<file path="src/rtl/axi_pkg.sv">
// Shared definitions for the single-outstanding AXI initiator.
//   state_e     : initiator FSM states
//   RESP_*      : AXI response codes used by the initiator
//   REG_COUNT / CRC_ADDR : register map of the attached register-file slave
//   resp_sel()  : folds a protocol-error flag into a captured response
package axi_pkg;

    typedef enum logic [2:0] {
        ST_IDLE    = 3'd0,
        ST_WR_REQ  = 3'd1,
        ST_WR_RESP = 3'd2,
        ST_RD_REQ  = 3'd3,
        ST_RD_DATA = 3'd4,
        ST_RSP     = 3'd5
    } state_e;

    localparam logic [1:0] RESP_OKAY   = 2'b00;
    localparam logic [1:0] RESP_SLVERR = 2'b10;

    localparam int         REG_COUNT = 8;
    localparam logic [7:0] CRC_ADDR  = 8'h20;

    // A protocol error (wrong ID, missing last) overrides whatever the slave said.
    function automatic logic [1:0] resp_sel(input logic err, input logic [1:0] resp);
        return err ? RESP_SLVERR : resp;
    endfunction

endpackage

</file>
<file path="src/rtl/axi_wr_issue.sv">
// Write-request issue: drives the AW and W valid pair of one write.
// Each channel has its own done flag so the handshakes may complete in any
// order or in the same cycle; a valid drops after its own handshake and is
// not raised again until the next start.
//   clk_i, rst_ni          : clock, synchronous active-low reset
//   start_i                : pulse on command accept (write)
//   awready_i, wready_i    : AXI ready inputs
//   awvalid_o, wvalid_o    : registered AXI valids
//   both_done_o            : both handshakes done (including this cycle's)
module axi_wr_issue (
    input  logic clk_i,
    input  logic rst_ni,
    input  logic start_i,
    input  logic awready_i,
    input  logic wready_i,
    output logic awvalid_o,
    output logic wvalid_o,
    output logic both_done_o
);

    logic awvalid_q, awvalid_d;
    logic wvalid_q,  wvalid_d;
    logic aw_done_q, aw_done_d;
    logic w_done_q,  w_done_d;
    logic aw_hs, w_hs;

    assign aw_hs = awvalid_q & awready_i;
    assign w_hs  = wvalid_q & wready_i;

    always_comb begin
        awvalid_d = awvalid_q & ~aw_hs;
        wvalid_d  = wvalid_q & ~w_hs;
        aw_done_d = aw_done_q | aw_hs;
        w_done_d  = w_done_q | w_hs;
        if (start_i) begin
            awvalid_d = 1'b1;
            wvalid_d  = 1'b1;
            aw_done_d = 1'b0;
            w_done_d  = 1'b0;
        end
    end

    always_ff @(posedge clk_i) begin
        if (!rst_ni) begin
            awvalid_q <= 1'b0;
            wvalid_q  <= 1'b0;
            aw_done_q <= 1'b0;
            w_done_q  <= 1'b0;
        end else begin
            awvalid_q <= awvalid_d;
            wvalid_q  <= wvalid_d;
            aw_done_q <= aw_done_d;
            w_done_q  <= w_done_d;
        end
    end

    // Looking at this cycle's handshakes lets the FSM leave WR_REQ on the
    // same edge the last handshake completes.
    assign both_done_o = (aw_done_q | aw_hs) & (w_done_q | w_hs);
    assign awvalid_o   = awvalid_q;
    assign wvalid_o    = wvalid_q;

endmodule

</file>
<file path="src/rtl/m_axi_master.sv">
// Single-outstanding AXI initiator. A valid/ready command becomes one
// single-beat AXI write or read; one response word is returned per command.
//   clk, areset (sync, active low)
//   cmd_*   : command port (valid/ready, write flag, addr, data, strobes)
//   rsp_*   : response port (valid/ready, read data, response code)
//   aw*/w*/b*/ar*/r* : AXI initiator channels; IDs are the constant TXN_ID
// Every output comes straight from a flop (or is constant).
module m_axi_master
    import axi_pkg::*;
#(
    parameter int         DATA_WIDTH = 32,
    parameter int         ADDR_WIDTH = 32,
    parameter logic [3:0] TXN_ID     = 4'h0
) (
    input  logic                    clk,
    input  logic                    areset,
    input  logic                    cmd_valid,
    output logic                    cmd_ready,
    input  logic                    cmd_write,
    input  logic [ADDR_WIDTH-1:0]   cmd_addr,
    input  logic [DATA_WIDTH-1:0]   cmd_wdata,
    input  logic [DATA_WIDTH/8-1:0] cmd_wstrb,
    output logic                    rsp_valid,
    input  logic                    rsp_ready,
    output logic [DATA_WIDTH-1:0]   rsp_rdata,
    output logic [1:0]              rsp_resp,
    output logic [3:0]              awid_o,
    output logic [ADDR_WIDTH-1:0]   awaddr_o,
    output logic                    awvalid_o,
    input  logic                    awready_i,
    output logic [3:0]              wid_o,
    output logic [DATA_WIDTH-1:0]   wdata_o,
    output logic [DATA_WIDTH/8-1:0] wstrb_o,
    output logic                    wlast_o,
    output logic                    wvalid_o,
    input  logic                    wready_i,
    input  logic [3:0]              bid_i,
    input  logic [1:0]              bresp_i,
    input  logic                    bvalid_i,
    output logic                    bready_o,
    output logic [3:0]              arid_o,
    output logic [ADDR_WIDTH-1:0]   araddr_o,
    output logic                    arvalid_o,
    input  logic                    arready_i,
    input  logic [3:0]              rid_i,
    input  logic [DATA_WIDTH-1:0]   rdata_i,
    input  logic                    rlast_i,
    input  logic                    rvalid_i,
    output logic                    rready_o
);

    state_e                    state_q, state_d;
    logic                      cmd_ready_q, cmd_ready_d;
    logic [ADDR_WIDTH-1:0]     addr_q, addr_d;
    logic [DATA_WIDTH-1:0]     wdata_q, wdata_d;
    logic [DATA_WIDTH/8-1:0]   wstrb_q, wstrb_d;
    logic                      arvalid_q, arvalid_d;
    logic                      bready_q, bready_d;
    logic                      rready_q, rready_d;
    logic                      rsp_valid_q, rsp_valid_d;
    logic [DATA_WIDTH-1:0]     rsp_rdata_q, rsp_rdata_d;
    logic [1:0]                rsp_resp_q, rsp_resp_d;
    logic                      wr_start;
    logic                      wr_both_done;
    logic                      awvalid_w, wvalid_w;

    axi_wr_issue u_wr_issue (
        .clk_i       (clk),
        .rst_ni      (areset),
        .start_i     (wr_start),
        .awready_i   (awready_i),
        .wready_i    (wready_i),
        .awvalid_o   (awvalid_w),
        .wvalid_o    (wvalid_w),
        .both_done_o (wr_both_done)
    );

    always_comb begin
        state_d     = state_q;
        addr_d      = addr_q;
        wdata_d     = wdata_q;
        wstrb_d     = wstrb_q;
        arvalid_d   = arvalid_q;
        bready_d    = bready_q;
        rready_d    = rready_q;
        rsp_valid_d = rsp_valid_q;
        rsp_rdata_d = rsp_rdata_q;
        rsp_resp_d  = rsp_resp_q;
        wr_start    = 1'b0;

        unique case (state_q)
            ST_IDLE: begin
                if (cmd_valid && cmd_ready_q) begin
                    addr_d  = cmd_addr;
                    wdata_d = cmd_wdata;
                    wstrb_d = cmd_wstrb;
                    if (cmd_write) begin
                        wr_start = 1'b1;
                        state_d  = ST_WR_REQ;
                    end else begin
                        arvalid_d = 1'b1;
                        state_d   = ST_RD_REQ;
                    end
                end
            end
            ST_WR_REQ: begin
                if (wr_both_done) begin
                    bready_d = 1'b1;
                    state_d  = ST_WR_RESP;
                end
            end
            ST_WR_RESP: begin
                if (bvalid_i && bready_q) begin
                    bready_d    = 1'b0;
                    rsp_valid_d = 1'b1;
                    rsp_rdata_d = '0;
                    rsp_resp_d  = resp_sel(bid_i != TXN_ID, bresp_i);
                    state_d     = ST_RSP;
                end
            end
            ST_RD_REQ: begin
                if (arvalid_q && arready_i) begin
                    arvalid_d = 1'b0;
                    rready_d  = 1'b1;
                    state_d   = ST_RD_DATA;
                end
            end
            ST_RD_DATA: begin
                if (rvalid_i && rready_q) begin
                    rready_d    = 1'b0;
                    rsp_valid_d = 1'b1;
                    rsp_rdata_d = rdata_i;
                    // The slave has no rresp; the only error source is us.
                    rsp_resp_d  = resp_sel((rid_i != TXN_ID) || !rlast_i, RESP_OKAY);
                    state_d     = ST_RSP;
                end
            end
            ST_RSP: begin
                if (rsp_ready) begin
                    rsp_valid_d = 1'b0;
                    state_d     = ST_IDLE;
                end
            end
            default: state_d = ST_IDLE;
        endcase

        // Registered ready that reflects where the FSM will be next cycle.
        cmd_ready_d = (state_d == ST_IDLE);
    end

    always_ff @(posedge clk) begin
        if (!areset) begin
            state_q     <= ST_IDLE;
            cmd_ready_q <= 1'b0;
            addr_q      <= '0;
            wdata_q     <= '0;
            wstrb_q     <= '0;
            arvalid_q   <= 1'b0;
            bready_q    <= 1'b0;
            rready_q    <= 1'b0;
            rsp_valid_q <= 1'b0;
            rsp_rdata_q <= '0;
            rsp_resp_q  <= RESP_OKAY;
        end else begin
            state_q     <= state_d;
            cmd_ready_q <= cmd_ready_d;
            addr_q      <= addr_d;
            wdata_q     <= wdata_d;
            wstrb_q     <= wstrb_d;
            arvalid_q   <= arvalid_d;
            bready_q    <= bready_d;
            rready_q    <= rready_d;
            rsp_valid_q <= rsp_valid_d;
            rsp_rdata_q <= rsp_rdata_d;
            rsp_resp_q  <= rsp_resp_d;
        end
    end

    assign cmd_ready = cmd_ready_q;
    assign rsp_valid = rsp_valid_q;
    assign rsp_rdata = rsp_rdata_q;
    assign rsp_resp  = rsp_resp_q;

    assign awid_o    = TXN_ID;
    assign wid_o     = TXN_ID;
    assign arid_o    = TXN_ID;
    assign awaddr_o  = addr_q;
    assign araddr_o  = addr_q;
    assign awvalid_o = awvalid_w;
    assign wdata_o   = wdata_q;
    assign wstrb_o   = wstrb_q;
    assign wvalid_o  = wvalid_w;
    assign wlast_o   = wvalid_w;   // single beat: every W beat is the last
    assign bready_o  = bready_q;
    assign arvalid_o = arvalid_q;
    assign rready_o  = rready_q;

endmodule

</file>
<file path="config.mk">
export PLATFORM = sky130hd
export DESIGN_NAME = m_axi_master
export DESIGN_NICKNAME = d
export VERILOG_FILES = /design/src/rtl/axi_pkg.sv /design/src/rtl/axi_wr_issue.sv /design/src/rtl/m_axi_master.sv
export SDC_FILE = /design/constraint.sdc
export NUM_CORES = 1
export LEC_CHECK = 0
export ABC_AREA = 1
export ABC_CLOCK_PERIOD_IN_PS = 2300
export BUFFER_PORTS_ARGS = -buffer_cell sky130_fd_sc_hd__buf_4
export CORE_MARGIN = 5
export CORE_UTILIZATION = 46
export DETAILED_ROUTE_END_ITERATION = 8
export PLACE_DENSITY = 0.91
export SYNTH_ARGS = -nofsm -noshare
export SYNTH_HDL_FRONTEND = slang
export SYNTH_SLANG_ARGS = --single-unit
</file>
<file path="constraint.sdc">
create_clock -name clk -period 2.3 [get_ports clk]
set_clock_uncertainty 0.1 [all_clocks]
set_input_delay 0.46 -clock clk [delete_from_list [all_inputs] [get_ports clk]]
set_output_delay 0.46 -clock clk [all_outputs]
set_load 0.01 [all_outputs]
</file>
# Yosys cells after proc, flatten, opt, wreduce, memory -nomap -nowiden
# Index checks and enable logic that the tools add are counted.
# W data, S select, Z words.
[classes] reduce_logical=22 mux=35 mul=0 n_lt_le_gt_ge=0 n_addsub=0 n_bitwise=10 shift=0 n_div=0 n_eq_ne=12
[ops] op="$mux W32" count=2
[ops] op="$pmux W32 S2" count=1
[ops] op="$mux W3" count=6
[ops] op="$pmux W3 S6" count=1
[ops] op="$mux W1" count=15
[ops] op="$ne A2 B2 Y1 const B" count=6
[ops] op="$mux W2" count=5
[ops] op="$reduce_and A3 Y1" count=3
[ops] op="$reduce_and A4 Y1" count=2
[ops] op="$reduce_bool A2 Y1" count=4
[ops] op="$reduce_bool A4 Y1" count=2
[ops] op="$eq A3 B2 Y1 const B" count=2
[ops] op="$eq A3 B3 Y1 const B" count=2
[ops] op="$logic_not A3 Y1" count=2
[ops] op="$pmux W1 S2" count=3
[ops] op="$and A1 B1 Y1" count=5
[ops] op="$logic_and A1 B1 Y1" count=4
[ops] op="$pmux W2 S2" count=1
[ops] op="$eq A3 B1 Y1 const B" count=1
[ops] op="$not A1 Y1" count=3
[ops] op="$pmux W1 S3" count=1
[ops] op="$reduce_bool A3 Y1" count=1
[ops] op="$ne A2 B1 Y1 const B" count=1
[ops] op="$or A1 B1 Y1" count=2
[ops] op="4 further kinds" count=4
[totals] output_inout_bits=154 in_bits=121 n_memories=0 reg_bits=114 word_cells=94 ram_bits=0 romBits=0 latch_bits=0

# Longest topological paths before layout
[logic_depth] depth_word=6 depth_mapped=8

# Hierarchy
# A second synthesis with hierarchy kept.
[unflattened] cells_unflattened=612 area_unflattened_um2=4783.3
[by_module_without_submodules] mod="m_axi_master" cells_per_inst=589 instances=1 area_per_inst_um2=4624.4
[by_module_without_submodules] mod="axi_wr_issue" cells_per_inst=23 instances=1 area_per_inst_um2=158.9

# Least setup slack after synthesis
# No wires, ideal clock.
[synth_timing] kind="register to register" from="register state_q[0]" to="register rsp_resp_q[1], in the netlist rsp_resp[1]" stages_incl_launch_ff=8 synth_period_minus_slack_ps=1354 path_buffers=1 arrival_time_ps=1142 setup_ps=112 slack_ps=946 path_cell_list="dfxtp_1 > nor2_4 > nand2_1 > nand2_2 > nand3_4 > buf_6 > a21oi_2 > nor2_1"
[synth_between] elab_chain_len=3
[synth_rtl] element="from (decl)" line_no="m_axi_master.sv:52" source="state_e state_q, state_d;"
[synth_rtl] element="from (signal assigned)" line_no="m_axi_master.sv:165" source="state_q <= state_d;"
[synth_rtl] element="$eq A3 B3 Y1 / $eq A3 B2 Y1 (equally long branches)" line_no="m_axi_master.sv:91" source="unique case (state_q)"
[synth_rtl] element="$ne A2 B2 Y1 (no source line) / $reduce_bool A2 Y1 (equally long branches)"
[synth_rtl] element="$reduce_and A3 Y1 (no source line)"
[synth_rtl] element="to (signal assigned)" line_no="m_axi_master.sv:175" source="rsp_resp_q <= rsp_resp_d;"
[synth_rtl] element="to (decl)" line_no="m_axi_master.sv:62" source="logic [1:0] rsp_resp_q, rsp_resp_d;"
# Several ways; a longest one is shown, not always the timed one.
# A chain may end at the register's enable or synchronous reset.

# Worst setup path after layout
[layout_timing] from="register state_q[0]" to="register wdata_q[0], in the netlist wdata_o[0]"
[layout_between] elab_chain_len=2
[layout_rtl] element="$logic_not A3 Y1" line_no="m_axi_master.sv:91"
[layout_rtl] element="$reduce_and A2 Y1 (no source line)"
[layout_rtl] element="to (signal assigned)" line_no="m_axi_master.sv:168" source="wdata_q <= wdata_d;"
[layout_rtl] element="to (decl)" line_no="m_axi_master.sv:55" source="logic [DATA_WIDTH-1:0] wdata_q, wdata_d;"
# No other way between the ends.

==> flow_summary_export.csv <==
group,metric,value,unit
routing,ant_nets,0,
cells_and_area,final_common_cell,"buf_4",
global_routing,grtUsageTotal,23.1,%
routing,firstDrtPassIters,4,
sta,report.final.slew_viol_count,0,
power,p_per_area,855,mW/mm^2
clock_tree,clock_sinks,114,
power,finalPower,5.84,mW
clock_tree,cts_made_buffers,17,
worst_hold_path,min_path_type,"input pin to flop",
floorplanning,die_area,0.0118,mm^2
place,dp_hpwl,10400,um
routing,drcViolationCount,0,
place,place_ws,0.463,ns
floorplanning,coreArea,0.00964,mm^2
routing,drt_iter0_drc,192,
global_routing,grt_first_pass_wirelength,21500,um
critical_path,cp_slowest_stage_delay,0.46,ns
sta,layout_setup_ws,0.480,ns
sta,slew_headroom,62.5,%
yosys,syn_area,0.00449,mm^2
critical_path,crit_end,"wdata_o[0]",
cells_and_area,nets,929,
critical_path,cpMostUsedCell,"nor2_1",
floorplanning,fp.dieW,109,um
yosys,yosysUniqueCellTypes,25,
critical_path,reg2reg_depth,5,
critical_path,cpMaxStageDelayCell,"nand4_4",
clock_tree,cts_tree,"done",
critical_path,critPathMaxFanout,36,
critical_path,rr_startpoint,"state_q[0]",
critical_path,startpoint,"state_q[0]",
critical_path,cp.arrival,2.11,ns
clock_tree,cts-root-buf,"clkbuf_8",
routing,viasPerCell,4.68,
floorplanning,start_util,46.6,%
cells_and_area,area_growth,52.0,%
sta,whs,0.0482,ns
global_routing,grt_max_degree,45,
place,numPortBuffers,262,
clock_tree,clk_pin_slew,0.06,ns
clock_tree,postCtsSetupBuffers,0,
sta,finalSetupViolCount,0,
critical_path,reg2reg_to,"wdata_o[0]",
floorplanning,dieHeight,109,um
sta,worst_slew_pin_slew,0.562,ns
power,vdd_drop_max,0.000474,V
clock_tree,ctsHoldBuffers,0,
sta,setup_tns,0,ns
routing,wire_per_inst,14.7,um
clock_tree,clk_latency,0.49,ns
critical_path,rrSetupSlack,0.48,ns
critical_path,cp.required,2.59,ns
sta,fin_crit,1.82,ns
critical_path,cp-end-kind,"flop",
yosys,synthCells,586,
cells_and_area,antennaDiodeCount,0,
outcome,outcome,"finished, final reports clean",
yosys,ys_warn_count,0,
sta,hold_viol_final,0,
floorplanning,rows,36,
critical_path,start_kind,"flop",
routing,drt_wl_total,14000,um
sta,fmax,550,MHz
global_routing,antenna_found_initial,0,
clock_tree,cts_buffer_depth,2,
clock_tree,cts_resized,0,
place,gp_congestion,0.808,
critical_path,path_class,"flop to flop",
yosys,synth_seq_cells,114,
critical_path,worstPathCellList,"nor2_4, nand4_4, buf_12, nor2_1, nor2_1",
sta,period_share,79.1,%
cells_and_area,drive_above_1_share,38.0,%
global_routing,grt_overflow_total,0,
floorplanning,io_pins,275,
yosys,ys_seq_area_share,50.8,%
power,p_leak,3.34,nW
yosys,synth_area_per_cell,7.67,um^2
global_routing,grt_pass1_vias,4375,
routing,num_vias,4468,
clock_tree,cts_max_level,4,
sta,rsz0062_at_grt,"false",
cells_and_area,layout_common_cells,"buf_4, nor2_1, dfxtp_1",
flow_run,maxCapViolCount,0,
## per-layer routing
| layer | part of all wire (%) | wire length, um | GRT usage (%) |
|---|---|---|---|
| met5 | 0 | 0 | 0 |
| met4 | 1.1 | 156 | 6.67 |
| met3 | 10 | 1460 | 10.1 |
| met2 | 51 | 7170 | 41.2 |
| met1 | 37 | 5210 | 24.6 |
## state kept, by name, indices dropped and copies added (netlist names)
signal / flops
state_q: 3
rready_o: 1
u_wr_issue.awvalid_o: 1
u_wr_issue.w_done_q: 1
cmd_ready: 1
bready_o: 1
araddr_o: 32
wdata_o: 32
arvalid_o: 1
u_wr_issue.aw_done_q: 1
rsp_resp: 2
rsp_rdata: 32
wstrb_o: 4
u_wr_issue.wvalid_o: 1
rsp_valid: 1
## critical path: cells and delay by family, from the launching register on
family / cells / cell delay, ns
DFF: 1 / 0.38
buffers and inverters: 1 / 0.37
and+or+nand+nor: 4 / 0.84
## power breakdown
part | switching [mW] | internal [mW]
registers | 0.121 | 2.15
clock network | 0.954 | 1.55
logic | 0.533 | 0.527
total | 1.61 | 4.23
## final cells by class
| cell class | instances | area [um^2] |
|---|---|---|
| Fill cell | 798 | 2810 |
| Sequential cell | 114 | 2280 |
| Clock inverter | 14 | 155 |
| Tap cell | 133 | 166 |
| Inverter | 17 | 63.8 |
| Clock buffer | 18 | 418 |
| Multi-Input combinational cell | 389 | 1700 |
| Timing Repair Buffer | 269 | 2040 |
## cells in the mapped netlist
cell / count / area [um^2]
nor2_4: 3 / 33.8
buf_1: 2 / 7.51
nand4_2: 1 / 12.5
nand3_1: 7 / 35.0
conb_1: 1 / 3.75
nand2_2: 1 / 6.26
buf_2: 4 / 20.0
a21oi_2: 1 / 8.76
inv_1: 13 / 48.8
nor2_1: 151 / 567
nor3_1: 3 / 15.0
nand2_1: 90 / 338
nand4_1: 5 / 31.3
nand3_2: 1 / 10.0
and2_1: 1 / 6.26
nand3_4: 1 / 17.5
nand3b_1: 2 / 15.0
a21oi_1: 41 / 205
buf_4: 46 / 345
o21ai_1: 6 / 30.0
buf_6: 4 / 45.0
inv_2: 4 / 15.0
dfxtp_1: 114 / 2280
clkbuf_1: 21 / 78.8
o21ai_0: 63 / 315
## per-stage QoR
stage / utilization (%) / cells / area, um^2
6_report: 70.9 / 954 / 6830
5_1_grt: 70.9 / 954 / 6830
4_1_cts: 70.9 / 954 / 6830
3_5_place_dp: 64.9 / 922 / 6260
3_3_place_gp: 64.9 / 922 / 6260
2_1_floorplan: - / 597 / 4530
## logic make-up (layout without fill, tap and decap cells)
logic type,count (synthesis),count (layout),share of synthesized area (%)
AOI/OAI and AO/OA,111,111,12.4
buffers and inverters,94,318,12.5
DFF,114,114,50.8
other,1,12,0.0835
and+or+nand+nor,266,266,24.2
## worst min-delay path by stage
| stage | start | to | slack [ns] | cells past startpoint |
|---|---|---|---|---|
| after floorplan | u_wr_issue.aw_done_q | u_wr_issue.aw_done_q | 0.33 | 2 |
| after global placement | u_wr_issue.w_done_q | u_wr_issue.w_done_q | 0.34 | 2 |
| after detailed placement | u_wr_issue.w_done_q | u_wr_issue.w_done_q | 0.35 | 2 |
| after CTS | rsp_ready | rsp_valid | 0.02 | 2 |
| after global routing | rsp_ready | rsp_valid | 0.01 | 2 |
| final | rsp_ready | rsp_valid | 0.05 | 2 |
Note: power is estimated with default switching activity, not from simulation.
